$ cat src/rtl/pipe_hazard_ctrl.sv
// -----------------------------------------------------------------------------
// pipe_hazard_ctrl
//
// Purpose
//   Hazard and stall controller for a five-stage in-order pipeline. It combines
//   three sources of pipeline disturbance into one set of pipeline-register
//   controls:
//     * data-memory wait states (the MEM stage holds until dmemReady),
//     * taken branches or jumps resolved in EX (the two younger stages are
//       squashed),
//     * load-use dependencies (ID is held for one cycle and a bubble is
//       inserted into ID/EX).
//   A small FSM (RUN / MEMWAIT / ERROR) tracks outstanding data-memory
//   accesses. If an access does not complete within TIMEOUT MEMWAIT cycles,
//   the block locks into ERROR, freezing the pipeline and raising a sticky
//   memErr until RESET.
//
// Parameters
//   TIMEOUT      maximum number of MEMWAIT cycles before ERROR (legal 2..255)
//
// Ports
//   CLOCK          in   1   clock, rising edge
//   RESET          in   1   asynchronous, active-low reset
//   idRs1, idRs2   in   5   source registers of the instruction in ID
//   idUseRs1/2     in   1   the ID instruction really reads rs1 / rs2
//   exMemRead      in   1   the ID/EX instruction is a load
//   exRd           in   5   destination register of the ID/EX instruction
//   exBranchTaken  in   1   branch / jump resolved taken in EX
//   memReq         in   1   EX/MEM instruction accesses data memory
//   dmemReady      in   1   data memory completes the access this cycle
//   pcEn, ifidEn,
//   idexEn, exmemEn out 1   load enables of PC and front pipeline registers
//   ifidFlush,
//   idexFlush      out  1   load a bubble into IF/ID / ID/EX
//   memwbBubble    out  1   load a bubble into MEM/WB
//   dmemStrobe     out  1   data-memory access request
//   memErr         out  1   sticky data-memory timeout error
//   stallCnt       out 16   stall-cycle counter (only with the macro below)
//
// Configuration
//   PIPE_HAZARD_STALL_STATS_EN  when defined, adds the 16-bit saturating
//                               stallCnt output counting load-use and
//                               mem-stall cycles.
//
// All outputs are combinational from the registered state and the current
// inputs; they are additionally forced low while RESET is asserted so the
// pipeline is fully quiescent during reset.
// -----------------------------------------------------------------------------
module pipe_hazard_ctrl #(
    parameter int unsigned TIMEOUT = 255
) (
    input  logic        CLOCK,
    input  logic        RESET,
    input  logic [4:0]  idRs1,
    input  logic [4:0]  idRs2,
    input  logic        idUseRs1,
    input  logic        idUseRs2,
    input  logic        exMemRead,
    input  logic [4:0]  exRd,
    input  logic        exBranchTaken,
    input  logic        memReq,
    input  logic        dmemReady,
    output logic        pcEn,
    output logic        ifidEn,
    output logic        idexEn,
    output logic        exmemEn,
    output logic        ifidFlush,
    output logic        idexFlush,
    output logic        memwbBubble,
    output logic        dmemStrobe,
    output logic        memErr
`ifdef PIPE_HAZARD_STALL_STATS_EN
    ,
    output logic [15:0] stallCnt
`endif
);

    // -------------------------------------------------------------------------
    // State encoding
    // -------------------------------------------------------------------------
    typedef enum logic [1:0] {
        ST_RUN     = 2'd0,
        ST_MEMWAIT = 2'd1,
        ST_ERROR   = 2'd2
    } state_t;

    // waitCnt value seen in the last MEMWAIT cycle allowed before ERROR.
    // waitCnt is 0 in the first MEMWAIT cycle, so reaching TIMEOUT-1 means
    // TIMEOUT MEMWAIT cycles have elapsed.
    localparam logic [7:0] LP_WAIT_LAST = 8'(TIMEOUT - 1);

    state_t      r_state;
    state_t      w_next_state;
    logic [7:0]  r_wait_cnt;
    logic [7:0]  w_wait_cnt_next;

    // -------------------------------------------------------------------------
    // Load-use detection: one comparator per source operand.
    // -------------------------------------------------------------------------
    logic [4:0]  w_src_reg [2];
    logic [1:0]  w_src_use;
    logic [1:0]  w_src_hit;
    logic        w_load_use;

    assign w_src_reg[0] = idRs1;
    assign w_src_reg[1] = idRs2;
    assign w_src_use    = {idUseRs2, idUseRs1};

    genvar gi;
    generate
        for (gi = 0; gi < 2; gi++) begin : g_src_cmp
            assign w_src_hit[gi] = w_src_use[gi] && (w_src_reg[gi] == exRd);
        end
    endgenerate

    // x0 is hard-wired to zero, so a load targeting it never creates a
    // dependency even if an operand names x0.
    assign w_load_use = exMemRead && (exRd != 5'd0) && (|w_src_hit);

    // -------------------------------------------------------------------------
    // Condition decode (priority: ERROR > mem-stall > branch > load-use)
    // -------------------------------------------------------------------------
    logic w_in_run;
    logic w_in_memwait;
    logic w_in_error;
    logic w_mem_stall;
    logic w_branch;
    logic w_lu_stall;

    assign w_in_run     = (r_state == ST_RUN);
    assign w_in_memwait = (r_state == ST_MEMWAIT);
    assign w_in_error   = (r_state == ST_ERROR);

    assign w_mem_stall  = (w_in_run && memReq && !dmemReady) ||
                          (w_in_memwait && !dmemReady);

    // A branch held in EX during a mem-stall is not lost: ID/EX is frozen, so
    // the branch is still presented here in the release cycle and flushes then.
    assign w_branch     = !w_in_error && !w_mem_stall && exBranchTaken;
    assign w_lu_stall   = !w_in_error && !w_mem_stall && !exBranchTaken &&
                          w_load_use;

    // -------------------------------------------------------------------------
    // State and wait counter registers
    // -------------------------------------------------------------------------
    always_ff @(posedge CLOCK or negedge RESET) begin
        if (!RESET) begin
            r_state    <= ST_RUN;
            r_wait_cnt <= 8'd0;
        end else begin
            r_state    <= w_next_state;
            r_wait_cnt <= w_wait_cnt_next;
        end
    end

    // -------------------------------------------------------------------------
    // Next-state and wait-counter logic
    // -------------------------------------------------------------------------
    always_comb begin
        w_next_state    = r_state;
        w_wait_cnt_next = r_wait_cnt;

        case (r_state)
            ST_RUN: begin
                if (memReq && !dmemReady) begin
                    w_next_state    = ST_MEMWAIT;
                    w_wait_cnt_next = 8'd0;
                end
            end

            ST_MEMWAIT: begin
                // Counter saturates rather than wrapping.
                if (r_wait_cnt != 8'hFF) begin
                    w_wait_cnt_next = r_wait_cnt + 8'd1;
                end
                if (dmemReady) begin
                    w_next_state = ST_RUN;
                end else if (r_wait_cnt == LP_WAIT_LAST) begin
                    w_next_state = ST_ERROR;
                end
            end

            ST_ERROR: begin
                // Terminal until RESET.
                w_next_state = ST_ERROR;
            end

            default: begin
                w_next_state    = ST_RUN;
                w_wait_cnt_next = 8'd0;
            end
        endcase
    end

    // -------------------------------------------------------------------------
    // Pipeline control outputs
    // -------------------------------------------------------------------------
    always_comb begin
        pcEn        = 1'b0;
        ifidEn      = 1'b0;
        idexEn      = 1'b0;
        exmemEn     = 1'b0;
        ifidFlush   = 1'b0;
        idexFlush   = 1'b0;
        memwbBubble = 1'b0;
        dmemStrobe  = 1'b0;
        memErr      = 1'b0;

        if (RESET) begin
            // Strobe depends only on state: in RUN the request follows memReq,
            // in MEMWAIT it is held until the memory answers.
            case (r_state)
                ST_RUN:     dmemStrobe = memReq;
                ST_MEMWAIT: dmemStrobe = 1'b1;
                default:    dmemStrobe = 1'b0;
            endcase

            if (w_in_error) begin
                memwbBubble = 1'b1;
                memErr      = 1'b1;
            end else if (w_mem_stall) begin
                // Whole front of the pipe frozen; MEM/WB receives bubbles so
                // the stalled access does not write back more than once.
                memwbBubble = 1'b1;
            end else if (w_branch) begin
                pcEn      = 1'b1;
                ifidEn    = 1'b1;
                idexEn    = 1'b1;
                exmemEn   = 1'b1;
                ifidFlush = 1'b1;
                idexFlush = 1'b1;
            end else if (w_lu_stall) begin
                // Hold PC and IF/ID, let the load advance, and put a bubble
                // into ID/EX behind it.
                idexEn    = 1'b1;
                exmemEn   = 1'b1;
                idexFlush = 1'b1;
            end else begin
                pcEn    = 1'b1;
                ifidEn  = 1'b1;
                idexEn  = 1'b1;
                exmemEn = 1'b1;
            end
        end
    end

`ifdef PIPE_HAZARD_STALL_STATS_EN
    // -------------------------------------------------------------------------
    // Stall statistics: one count per load-use or mem-stall cycle, saturating.
    // ERROR cycles are not counted.
    // -------------------------------------------------------------------------
    logic [15:0] r_stall_cnt;
    logic        w_stall_evt;

    assign w_stall_evt = w_mem_stall || w_lu_stall;

    always_ff @(posedge CLOCK or negedge RESET) begin
        if (!RESET) begin
            r_stall_cnt <= 16'd0;
        end else if (w_stall_evt && (r_stall_cnt != 16'hFFFF)) begin
            r_stall_cnt <= r_stall_cnt + 16'd1;
        end
    end

    assign stallCnt = r_stall_cnt;
`endif

endmodule

$ cat config.mk
export PLATFORM = sky130hd
export DESIGN_NAME = pipe_hazard_ctrl
export DESIGN_NICKNAME = d
export VERILOG_FILES = /design/src/rtl/pipe_hazard_ctrl.sv
export SDC_FILE = /design/constraint.sdc
export NUM_CORES = 1
export LEC_CHECK = 0
export CAP_MARGIN = 20
export CORE_MARGIN = 1.5
export CORE_UTILIZATION = 55
export DETAILED_ROUTE_END_ITERATION = 6
export DONT_BUFFER_PORTS = 1
export PLACE_DENSITY_LB_ADDON = 0.25
export SYNTH_ARGS = -nofsm -noshare
export SYNTH_HDL_FRONTEND = slang
export SYNTH_SLANG_ARGS = --single-unit
export TNS_END_PERCENT = 100
$ cat constraint.sdc
create_clock -name CLOCK -period 3.96 [get_ports CLOCK]
set_input_delay 0.594 -clock CLOCK [delete_from_list [all_inputs] [get_ports CLOCK]]
set_output_delay 0.594 -clock CLOCK [all_outputs]
set_load 0.005 [all_outputs]
==> flow_summary.yaml <==
outcome:
  status: "finished clean"
sta:
  hold_ws_ns: 0.0257
  post-route-period-util_pct: 56.6
  drv_slew: 0
  fin_ws_ns: 1.72
  timing.setup.tns_ns: 0
  relSlewSlack_pct: 71.5
  rsz0062_at_grt: "false"
  hold_viol_final: 0
  fmax_mhz: 447
  max_slew.worst_pin.slew_ns: 0.426
  setup_viol: 0
  fin_skew_ns: 0.00398
  fin_crit_ns: 2.24
logic_synthesis:
  yosysSeqAreaShare_pct: 30.6
  ys_types: 39
  synth_fp_nets: 116
  synth-edff-count: 0
  synth-seq-cells: 10
  syn-instance-count: 91
  synth_warnings: 0
  synth_top_flop_cell: "dfrtp_1"
  async_reset_ff_share_pct: 100
  syn_area_per_cell_um2: 8.99
  syn_area_um2: 818
critical_path:
  r2r_end: "r_wait_cnt[5]$_DFFE_PN0P_"
  r2r_cells: 5
  criticalPathCategory: "flop to primary output"
  rrSetupSlack_ns: 2.17
  endpoint_kind: "primary output"
  r2r-start: "r_wait_cnt[0]$_DFFE_PN0P_"
  critPathMaxFanout: 10
  slowest_stage: "dfrtp_1"
  crit_chain: "o21ba_2 > o21bai_1 > nand2_1 > inv_1 > o31a_1"
  slowest_delay_ns: 0.48
  start_kind: "flop"
  required_ns: 3.37
  arrival_ns: 1.65
pwr:
  leakagePower_uw: 0.000345
  p_sw_uw: 63.8
  combinationalPowerShare_pct: 17.2
  finalPower_uw: 228
  p_int_uw: 164
  p_per_area_mw_per_mm2: 278
  clkPwrFrac_pct: 29.2
  switching_share_pct: 28.0
  peakVddDrop_mv: 0.146
  seqPwrFrac_pct: 53.6
clocking:
  cts_root_buf: "clkbuf_4"
  cts_num_sinks: 10
  numCtsBuffers: 3
  postCtsSetupBuffers: 0
  clkSlewWorstSetupHoldPaths_ns: 0.06
  cts.path.max_buffers: 2
  postCtsResizedCells: 0
  cts_tree: "done"
  clock_latency_ns: 0.26
  cts_hold_buf: 0
  cts_max_level: 1
flow_run:
  drv_cap: 0
layout:
  layout-drive-gt1-share_pct: 13.3
  areaGrowthSynthToFinish_pct: 0
  nets: 117
  stdcell_count: 105
  antenna_cells: 0
grt:
  grt_pass1_vias: 669
  overflow: 0
  grt_max_degree: 15
  grt_pass1_wl_mm: 2.59
  antenna_found_initial: 0
  track_usage_pct: 19.0
placement:
  gp_congestion: 0.750
  dp_hpwl_mm: 1.20
  dp_slack_ns: 1.82
  dp.cells: 102
  io_buffers: 0
floorplan:
  ioPinCount: 32
  row_count: 13
  die_w_um: 41.6
  die-area_mm2: 0.00173
  start_util_pct: 60.6
  core_mm2: 0.00135
  fp.dieH_um: 41.6
routing:
  drcViolationCount: 0
  dr_total_vias: 678
  viasPerCell: 6.46
  antenna_left: 0
  detail_route.wl_per_cell_um: 14.4
  wirelength_mm: 1.52
  firstDrtPassIters: 4
  drt_iter0_drc: 13
min_path:
  hp-class: "primary input to asynchronous set/reset pin"
[synthesized netlist by cell type (2+ instances only)]
cell type	instances	share of area, %
ha_1	2	3.1
inv_1	5	2.3
or3_1	2	1.5
o31ai_1	4	3.7
a21oi_1	5	3.1
and3_1	2	1.5
dfrtp_1	10	31
nand2_1	3	1.4
xnor2_1	2	2.1
nand3_1	3	1.8
or4_1	4	3.7
buf_4	2	1.8
o21ai_0	8	4.9
nor4_1	3	2.3
nor2_1	5	2.3
xor2_1	8	8.6
[cell families (layout without fill, tap and decap cells)]
group	count (synthesis)	in the layout	share of synthesized area [%]
adders and majority gates	2	2	3.06
AOI/OAI and AO/OA	28	28	23.4
DFF	10	10	30.6
xor gates and xnor gates	10	10	10.7
buffers and inverters	9	8	7.34
and+or+nand+nor	32	32	24.9
[layout make-up]
class	count	area, µm²
Clock buffer	3	22.5
Sequential cell	10	250
Fill cell	125	532
Multi-Input combinational cell	72	508
Inverter	5	18.8
Tap cell	15	18.8
[per-layer routing]
metal	wire length [µm]	vias to the layer above	global-route usage, %
met2	763	18	34.7
li1	-	337	-
met3	72	0	4.35
met4	0	0	5.81
met1	681	323	21.7
met5	0	-	0
[worst max-delay path by stage]
| stage | startpoint | endpoint | slack, ns | depth (start not counted) |
|---|---|---|---|---|
| floorplan | exRd[0] | pcEn | 1.79 | 4 |
| global placement | exRd[0] | pcEn | 1.83 | 3 |
| detailed placement | exRd[0] | pcEn | 1.82 | 3 |
| CTS | r_state[0]$_DFFE_PN0P_ | pcEn | 1.72 | 5 |
| global route | r_state[0]$_DFFE_PN0P_ | idexFlush | 1.56 | 4 |
| finish | r_state[0]$_DFFE_PN0P_ | pcEn | 1.72 | 5 |
[metrics by stage]
step | instance area [µm²] | util (%)
2_1_floorplan | 818 | -
5_1_grt | 818 | 60.6
3_3_place_gp | 796 | 58.9
6_report | 818 | 60.6
4_1_cts | 818 | 60.6
3_5_place_dp | 796 | 58.9
[placed cells by master, fill, tap and decap left out, types with 2 or more instances in the layout]
| cell | synthesis | routed |
|---|---|---|
| nor2_1 | 5 | 5 |
| nor4_1 | 3 | 3 |
| a21oi_1 | 5 | 5 |
| ha_1 | 2 | 2 |
| o31ai_1 | 4 | 4 |
| and3_1 | 2 | 2 |
| nand3_1 | 3 | 3 |
| dfrtp_1 | 10 | 10 |
| or4_1 | 4 | 4 |
| or3_1 | 2 | 2 |
| clkbuf_4 | 0 | 3 |
| xor2_1 | 8 | 8 |
| xnor2_1 | 2 | 2 |
| nand2_1 | 3 | 3 |
| inv_1 | 5 | 5 |
| o21ai_0 | 8 | 8 |
[critical path: cells and delay by family (launching register included)]
family,cells,cell delay (ns)
buffers and inverters,1,0.13
AOI/OAI and AO/OA,3,0.68
and+or+nand+nor,1,0.11
DFF,1,0.48
[flip-flops by register name, indices dropped and copies added, names as in the netlist]
| name | count |
|---|---|
| r_state | 2 |
| r_wait_cnt | 8 |
[power by group through the flow]
| stage | clock network, µW | logic [µW] | registers [µW] |
|---|---|---|---|
| floorplan | 0 | 37.9 | 120 |
| global placement | 0 | 38.1 | 123 |
| detailed placement | 0 | 39.1 | 123 |
| CTS | 68.7 | 39.7 | 122 |
| global route | 75.8 | 45.8 | 123 |
| finish | 66.6 | 39.1 | 122 |
Note: power is estimated with default switching activity, not from simulation.
